File: src/rtl/i2c_slave_pkg.sv
// Shared definitions for the I2C slave receive path: FSM encoding, byte width,
// default address width and the TMP10X family base address.
package i2c_slave_pkg;

  typedef enum logic [2:0] {
    ST_IDLE      = 3'd0,
    ST_RECV      = 3'd1,
    ST_ACK_WAIT  = 3'd2,
    ST_ACK_DRIVE = 3'd3,
    ST_IGNORE    = 3'd4
  } state_t;

  localparam int I2C_BYTE_BITS      = 8;
  localparam int DEFAULT_ADDR_WIDTH = 7;
  localparam logic [6:0] TMP10X_BASE_ADDR = 7'h48;

endpackage

File: src/rtl/i2c_glitch_filter.sv
// Two-flop synchroniser followed by a saturating run-length filter; latency 2+FILTER_DEPTH clk.
// The output only follows the input after FILTER_DEPTH consecutive differing samples.
module i2c_glitch_filter #(
  parameter int FILTER_DEPTH = 3
) (
  input  logic clk,
  input  logic rst,
  input  logic raw,
  output logic filt
);

  logic       sync1;
  logic       sync2;
  logic [3:0] run_cnt;

  always_ff @(posedge clk or posedge rst) begin
    if (rst) begin
      sync1   <= 1'b1;
      sync2   <= 1'b1;
      run_cnt <= '0;
      filt    <= 1'b1;
    end else begin
      sync1 <= raw;
      sync2 <= sync1;
      // Any sample agreeing with the current output restarts the run.
      if (sync2 == filt) begin
        run_cnt <= '0;
      end else if (run_cnt == 4'(FILTER_DEPTH - 1)) begin
        filt    <= sync2;
        run_cnt <= '0;
      end else begin
        run_cnt <= run_cnt + 4'd1;
      end
    end
  end

endmodule

File: src/rtl/i2c_slave_rx_frontend.sv
// I2C slave receive front end: filtered START/STOP detection, MSB-first byte shifting,
// ACK drive on the 9th clock, and address/RW extraction from the first byte after START.
module i2c_slave_rx_frontend
  import i2c_slave_pkg::*;
#(
  parameter int LENGTH       = DEFAULT_ADDR_WIDTH,
  parameter int FILTER_DEPTH = 3
) (
  input  logic              Clk,
  input  logic              Rst,
  input  logic              Scl,
  input  logic              SdaIn,
  output logic              SdaOe,
  input  logic              AckEnable,
  output logic [7:0]        ByteData,
  output logic              ByteValid,
  output logic              AddrPhase,
  output logic [LENGTH-1:0] Address,
  output logic              RwBit,
  output logic              StartDet,
  output logic              StopDet,
  output logic              Busy
);

  logic scl_f, sda_f;
  logic scl_q, sda_q;
  logic start_cond, stop_cond, scl_rise, scl_fall;

  state_t      state, state_nxt;
  logic [3:0]  cnt, cnt_nxt;
  logic [6:0]  shreg, shreg_nxt;
  logic [7:0]  new_byte;

  logic [7:0]        data_nxt;
  logic              valid_nxt, aph_nxt, rw_nxt, start_nxt, stop_nxt, busy_nxt, oe_nxt;
  logic [LENGTH-1:0] addr_nxt;

  i2c_glitch_filter #(.FILTER_DEPTH(FILTER_DEPTH)) u_scl_filt (
    .clk  (Clk),
    .rst  (Rst),
    .raw  (Scl),
    .filt (scl_f)
  );

  i2c_glitch_filter #(.FILTER_DEPTH(FILTER_DEPTH)) u_sda_filt (
    .clk  (Clk),
    .rst  (Rst),
    .raw  (SdaIn),
    .filt (sda_f)
  );

  assign start_cond = scl_f & sda_q & ~sda_f;
  assign stop_cond  = scl_f & ~sda_q & sda_f;
  assign scl_rise   = scl_f & ~scl_q;
  assign scl_fall   = ~scl_f & scl_q;
  assign new_byte   = {shreg, sda_f};

  always_ff @(posedge Clk or posedge Rst) begin
    if (Rst) begin
      scl_q     <= 1'b1;
      sda_q     <= 1'b1;
      state     <= ST_IDLE;
      cnt       <= '0;
      shreg     <= '0;
      ByteData  <= '0;
      ByteValid <= 1'b0;
      AddrPhase <= 1'b0;
      Address   <= '0;
      RwBit     <= 1'b0;
      StartDet  <= 1'b0;
      StopDet   <= 1'b0;
      Busy      <= 1'b0;
      SdaOe     <= 1'b0;
    end else begin
      scl_q     <= scl_f;
      sda_q     <= sda_f;
      state     <= state_nxt;
      cnt       <= cnt_nxt;
      shreg     <= shreg_nxt;
      ByteData  <= data_nxt;
      ByteValid <= valid_nxt;
      AddrPhase <= aph_nxt;
      Address   <= addr_nxt;
      RwBit     <= rw_nxt;
      StartDet  <= start_nxt;
      StopDet   <= stop_nxt;
      Busy      <= busy_nxt;
      SdaOe     <= oe_nxt;
    end
  end

  always_comb begin
    state_nxt = state;
    cnt_nxt   = cnt;
    shreg_nxt = shreg;
    data_nxt  = ByteData;
    valid_nxt = 1'b0;
    aph_nxt   = AddrPhase;
    addr_nxt  = Address;
    rw_nxt    = RwBit;
    start_nxt = 1'b0;
    stop_nxt  = 1'b0;
    busy_nxt  = Busy;
    oe_nxt    = SdaOe;

    // Bus conditions override any SCL edge seen in the same cycle.
    if (stop_cond) begin
      stop_nxt  = 1'b1;
      state_nxt = ST_IDLE;
      busy_nxt  = 1'b0;
      oe_nxt    = 1'b0;
      aph_nxt   = 1'b0;
      cnt_nxt   = '0;
    end else if (start_cond) begin
      start_nxt = 1'b1;
      state_nxt = ST_RECV;
      busy_nxt  = 1'b1;
      oe_nxt    = 1'b0;
      aph_nxt   = 1'b1;
      cnt_nxt   = '0;
    end else begin
      case (state)
        ST_RECV: begin
          if (scl_rise) begin
            shreg_nxt = new_byte[6:0];
            cnt_nxt   = cnt + 4'd1;
            if (cnt == 4'(I2C_BYTE_BITS - 1)) begin
              data_nxt  = new_byte;
              valid_nxt = 1'b1;
              if (AddrPhase) begin
                addr_nxt = new_byte[7 -: LENGTH];
                rw_nxt   = new_byte[0];
              end
              state_nxt = ST_ACK_WAIT;
            end
          end
        end
        ST_ACK_WAIT: begin
          if (scl_fall) begin
            if (AckEnable) begin
              oe_nxt    = 1'b1;
              state_nxt = ST_ACK_DRIVE;
            end else begin
              oe_nxt    = 1'b0;
              state_nxt = ST_IGNORE;
            end
          end
        end
        ST_ACK_DRIVE: begin
          if (scl_fall) begin
            oe_nxt = 1'b0;
            // A read request hands the bus over to the transmit block.
            if (AddrPhase && RwBit) begin
              state_nxt = ST_IGNORE;
            end else begin
              state_nxt = ST_RECV;
              aph_nxt   = 1'b0;
              cnt_nxt   = '0;
            end
          end
        end
        ST_IGNORE: begin
          oe_nxt = 1'b0;
        end
        default: begin
        end
      endcase
    end
  end

endmodule

File: config.mk
export PLATFORM = sky130hd
export DESIGN_NAME = i2c_slave_rx_frontend
export DESIGN_NICKNAME = d
export VERILOG_FILES = /design/src/rtl/i2c_slave_pkg.sv /design/src/rtl/i2c_glitch_filter.sv /design/src/rtl/i2c_slave_rx_frontend.sv
export SDC_FILE = /design/constraint.sdc
export NUM_CORES = 1
export LEC_CHECK = 0
export BUFFER_PORTS_ARGS = -buffer_cell sky130_fd_sc_hd__buf_2
export CELL_PAD_IN_SITES_DETAIL_PLACEMENT = 1
export CELL_PAD_IN_SITES_GLOBAL_PLACEMENT = 1
export CORE_MARGIN = 10
export CORE_UTILIZATION = 41
export DETAILED_ROUTE_END_ITERATION = 8
export GPL_ROUTABILITY_DRIVEN = 0
export PLACE_DENSITY_LB_ADDON = 0.08
export SLEW_MARGIN = 25
export SYNTH_ARGS = -nofsm -noshare
export SYNTH_HDL_FRONTEND = slang
export SYNTH_SLANG_ARGS = --single-unit
File: constraint.sdc
create_clock -name Clk -period 1.9 [get_ports Clk]
set_input_delay 0.095 -clock Clk [delete_from_list [all_inputs] [get_ports Clk]]
set_output_delay 0.095 -clock Clk [all_outputs]
set_load 0.01 [all_outputs]
After elaboration in Yosys (flattened, before gate mapping)
Cells that the tools add are included.
{ "word_totals": {"wordCells": 110, "out_inout_bits": 22, "mem_bits_rw": 0, "ff_bits": 52, "latch_bits": 0, "mem_count": 0, "inputBits": 5, "romBits": 0} }
{ "classes": {"bitwise": 14, "shifts": 0, "n_mux": 40, "n_div": 0, "eq_ne": 15, "mul": 0, "addsub": 3, "reduce_logical": 16, "n_lt_le_gt_ge": 0} }
{ "op_table": {"columns": ["operator", "n"], "rows": [
  ["$mux W4", 9],
  ["$mux W3", 8],
  ["$mux W1", 20],
  ["$ne A4 B4 Y1 const B", 5],
  ["$add A4 B1 Y4 const B", 3],
  ["$reduce_and A5 Y1", 2],
  ["$reduce_bool A5 Y1", 2],
  ["$pmux W3 S3", 1],
  ["$eq A4 B2 Y1 const B", 2],
  ["$not A1 Y1", 8],
  ["$pmux W4 S2", 1],
  ["$reduce_and A4 Y1", 2],
  ["$and A1 B1 Y1", 6],
  ["$eq A3 B2 Y1 const B", 2],
  ["$reduce_and A3 Y1", 2],
  ["$reduce_and A6 Y1", 1],
  ["$reduce_bool A3 Y1", 2],
  ["$eq A4 B3 Y1 const B", 1],
  ["$reduce_and A2 Y1", 2],
  ["$reduce_bool A4 Y1", 1],
  ["$eq A3 B1 Y1 const B", 1],
  ["$eq A3 B3 Y1 const B", 1],
  ["$ne A3 B3 Y1 const B", 1],
  ["$pmux W1 S3", 1],
  ["other kinds (3)", 4]
]} }

Longest topological paths before layout
{ "depth": {"ltp_word": 6, "ltp_mapped": 7, "ltp_nobuf": 5} }

Modules after synthesis
From an unflattened synthesis, not the netlist that was laid out.
{ "unflattened": {"hier_cells": 164, "hier_area_um2": 2190.9} }
{ "by_module_without_submodules": {"columns": ["mod", "seq_area_each_um2", "area_per_inst_um2", "cells_each", "n_inst"], "rows": [
  ["i2c_slave_rx_frontend", 953.4, 1625.3, 120, 1],
  ["i2c_glitch_filter", 178.9, 282.8, 22, 2]
]} }

Worst setup path after synthesis
No wires, ideal clock.
{ "synth_timing": {"path_type": "reg2reg", "from": "reg u_scl_filt.filt", "to": "reg Address[0]", "period_less_slack_ns": 2.013, "n_path_buf": 2, "setup_slack_ns": -0.113, "setup_ns": 0.125, "required_ns": 1.775, "arrival_time_ns": 1.888, "stages_incl_launch_ff": 7, "path_cell_list": "dfstp_2 -> buf_4 -> nand4bb_1 -> clkbuf_2 -> nor4_4 -> nand2_4 -> mux2_2"} }
{ "synth_via": {"elab_chain_cells": 4, "elab_cells_between_ends": 8, "cone_classes": "bitwise (7); reduce/logical (1)"} }
{ "synth_lines": {"columns": ["element", "line", "source"], "rows": [
  ["from (decl)", "i2c_glitch_filter.sv:9", "output logic filt"],
  ["from (signal assigned)", "i2c_glitch_filter.sv:29", "filt <= sync2;"],
  ["$and A1 B1 Y1, on equally long branches (2 in a row)", "i2c_slave_rx_frontend.sv:53, i2c_slave_rx_frontend.sv:52", null],
  ["$not A1 Y1 (no line)", null, null],
  ["$reduce_and A6 Y1 (no line) (*)", null, null],
  ["to (signal assigned)", "i2c_slave_rx_frontend.sv:83", "Address <= addr_nxt;"],
  ["to (decl)", "i2c_slave_rx_frontend.sv:18", "output logic [LENGTH-1:0] Address,"]
]} }
Mark *: on every way between the ends. The rest lies on a longest branch, timed or not.
A chain may end at the register's enable or synchronous reset.

Worst setup path in the final report
{ "layout_timing": {"from": "reg u_scl_filt.filt", "to": "reg ByteData[1]"} }
{ "layout_via": {"elab_chain_cells": 4, "elab_cells_between_ends": 8, "cone_classes": "bitwise (7); reduce/logical (1)"} }
{ "layout_lines": {"columns": ["element", "line", "source"], "rows": [
  ["$and A1 B1 Y1, on equally long branches (2 in a row)", "i2c_slave_rx_frontend.sv:53, i2c_slave_rx_frontend.sv:52", null],
  ["$not A1 Y1 (no line)", null, null],
  ["$reduce_and A5 Y1 (no line) (*)", null, null],
  ["to (signal assigned)", "i2c_slave_rx_frontend.sv:80", "ByteData <= data_nxt;"],
  ["to (decl)", "i2c_slave_rx_frontend.sv:15", "output logic [7:0] ByteData,"]
]} }
Marked as above.

==> results.txt <==
CP delay by family, top: simple AND/OR/NAND/NOR gates
warnings from Yosys: 0
post-CTS setup buffers: 0
gr usage total: 11.4%
share of layout cells above drive strength 1: 40.8%
sequential-to-total area share from yosys stat: 60.5%
uppermost layer routed: met4
Port Buffers: 26
synth top area cells: dfrtp_1 51%, mux2_2 14%, dfstp_2 9.7%
Worst R2R Path Depth: 4
vias in the first global route: 1587
met3 WL: 180 um
CP Class: flop to flop
CTS max path bufs: 2
Vias/cell: 5.02
fin nets: 220
RSZ-0062 raised after global routing: no
Syn Nets: 177
Pins Over Slew Limit: 0
Yosys cell types: 39
final core utilization: 50.9%
DRT antenna net count: 0
Worst-Margin Slew: 0.574 ns
max cap viols: 0
highest clock rate: 559 MHz
worst hold path depth: 4
leakage: 0.00131 uW
ys async rst share: 100%
post-route setup TNS: 0 ns
Hold Vio Cnt, Final: 0
most common cell after layout, fill and taps aside: dfrtp_1
core area: 5110 um2
Die Y: 92.7 um
final setup fails: 0
CTS sink cnt: 52
slew margin rel.: 61.7%
Post-synth EDFFs: 0
cell area after synthesis: 2170 um2
most frequent cells in the layout: 44 x dfrtp_1, 26 x mux2_2, 26 x buf_2
filler instances: 545
largest net degree at the start of global routing: 28
Yosys top cell area share: 50.8%
WL met1: 1.98 mm
crit share post-route: 94.1%
Synth Register Bits: 52
met2 routed WL: 2.37 mm
Cell Rows: 26
Main synth FF type: dfrtp_1
Max rail drop VDD: 0.000556 V
CTS H-Tree Depth: 2
Slowest Stage Delay on Critical Path: 0.54 ns
startpoint class of the critical path: flop
total power: 3260 uW
drt pass-1 iters: 4
Post-Synthesis Mean Instance Area: 13.0 um2
initial antenna violation count: 0
worst-path cell chain: nand4bb_1 -> nor4_4 -> buf_4 -> mux2_2
Ports: 27
First DRT Iteration DRCs: 59
status: complete, no violations
cells after synthesis: 167
CTS tree: yes
GR Overflow Total: 0
CP Capture Type: flop
CTS root buf: clkbuf_8
area grow syn2layout: 20.0%
Reg clk slew, reported paths: 0.09 ns
wire length per cell: 16.3 um
Crit path arrival time: 1.98 ns
Die ar.: 8590 um2
die width: 92.7 um
Worst Path Buf+Inv: 1
slowest CP cell: dfstp_2
drt drc: 0
PwrDens: 1250 nW/um2
Worst Hold Class: primary input to flop
total CTS buffers: 5
critical path peak fanout: 9
hpwl dp: 3.45 mm
Crit path depth: 4
global-route wire length before repair: 7.94 mm
biggest area consumer among synthesized cells: dfrtp_1
ant diodes: 0
DR vias: 1411
WP data required: 2.09 ns
wirelength, routed: 4.58 mm
Initial Util: 42.4%
Clk Latency, worst-skew pair: 0.30 ns
Tmin final: 1.79 ns
Clock Skew: 0.00829 ns
## worst reg2reg max path: stages (launching register included)
cell	delay, ns
dfstp_2	0.54
nand4bb_1	0.18
nor4_4	0.37
buf_4	0.25
mux2_2	0.35
## stage by stage
stage	setup WS (ns)	cell area [um2]	hold WS [ns]	cells
after floorplan	-0.102	2180	0.0995	167
after global placement	0.138	2460	0.169	270
after detailed placement	0.122	2460	0.193	270
after CTS	0.0943	2590	0.201	281
after global routing	0.0136	2600	0.232	281
final	0.112	2600	0.200	281
## cells in the mapped netlist, types with 2 or more instances
master	n
dfstp_2	8
inv_1	5
nand4bb_1	2
nor3b_1	3
o21ai_0	3
xnor2_1	2
xor2_1	5
clkbuf_1	2
mux2_2	26
nor3_1	2
dfrtp_1	44
nand3_1	4
nand2b_1	2
o21a_1	2
nand3b_1	2
nand2_1	9
ha_1	5
nor2_1	20
## power by group
group          switching (uW)  internal (uW)  leakage, uW
Clock                     361            295    0.0000434
Combinational             534            475     0.000584
Sequential                213           1380     0.000677
## flip-flops by register name (all words and copies together), names as in the netlist, 3 cells and up
signal,cells
u_scl_filt.run_cnt,4
cnt,4
state,3
u_sda_filt.run_cnt,4
ByteData,8
shreg,7
Address,7
## cell families (layout without fill, tap and decap cells)
logic type / after synthesis / in the layout / synth area share, %
mux: 26 / 26 / 13.5
simple gates: 51 / 51 / 12.9
flops: 52 / 52 / 60.5
compound gates: 16 / 16 / 5.26
buf+inv: 10 / 54 / 2.02
fa+ha+maj: 5 / 5 / 2.89
xor+xnor: 7 / 7 / 2.83
## layer usage
metal	global-route usage, %	vias to the layer above
met3	3.31	6
met4	3.08	0
met1	13.4	726
met5	0	-
met2	19.9	22
li1	-	657
## worst paths after layout
| kind | start | end | slack (ns) |
|---|---|---|---|
| min in group asynchronous | Rst | ByteData[2]$_DFFE_PP0P_ | 0.39 |
| hold / removal | AckEnable | state[1]$_DFFE_PP0P_ | 0.20 |
| max in group asynchronous | Rst | u_scl_filt.sync2$_DFF_PP1_ | 0.89 |
| hold reg to reg | u_sda_filt.sync1$_DFF_PP1_ | u_sda_filt.sync2$_DFF_PP1_ | 0.36 |
| setup reg to reg | u_scl_filt.filt$_DFFE_PP1P_ | ByteData[1]$_DFFE_PP0P_ | 0.11 |
| setup / recovery | u_scl_filt.filt$_DFFE_PP1P_ | ByteData[1]$_DFFE_PP0P_ | 0.11 |
## repair_timing
action,CTS,global route
resized for setup,0,2
hold buffers,3,0
hold endpoints to repair,28,0
setup endpoints to repair,0,4
## final cells by class
cell class                 count  area, um2  share of cell area (%)
tap                           70       87.6                    3.37
sequential                    52       1310                    50.5
timing repair buffer          41        263                    10.1
clock inverter                 2       15.0                   0.578
inverter                       5       18.8                   0.722
clock buffer                   6       82.6                    3.18
multi-input combinational    105        821                    31.6
Power figures use the tool's default switching activity.
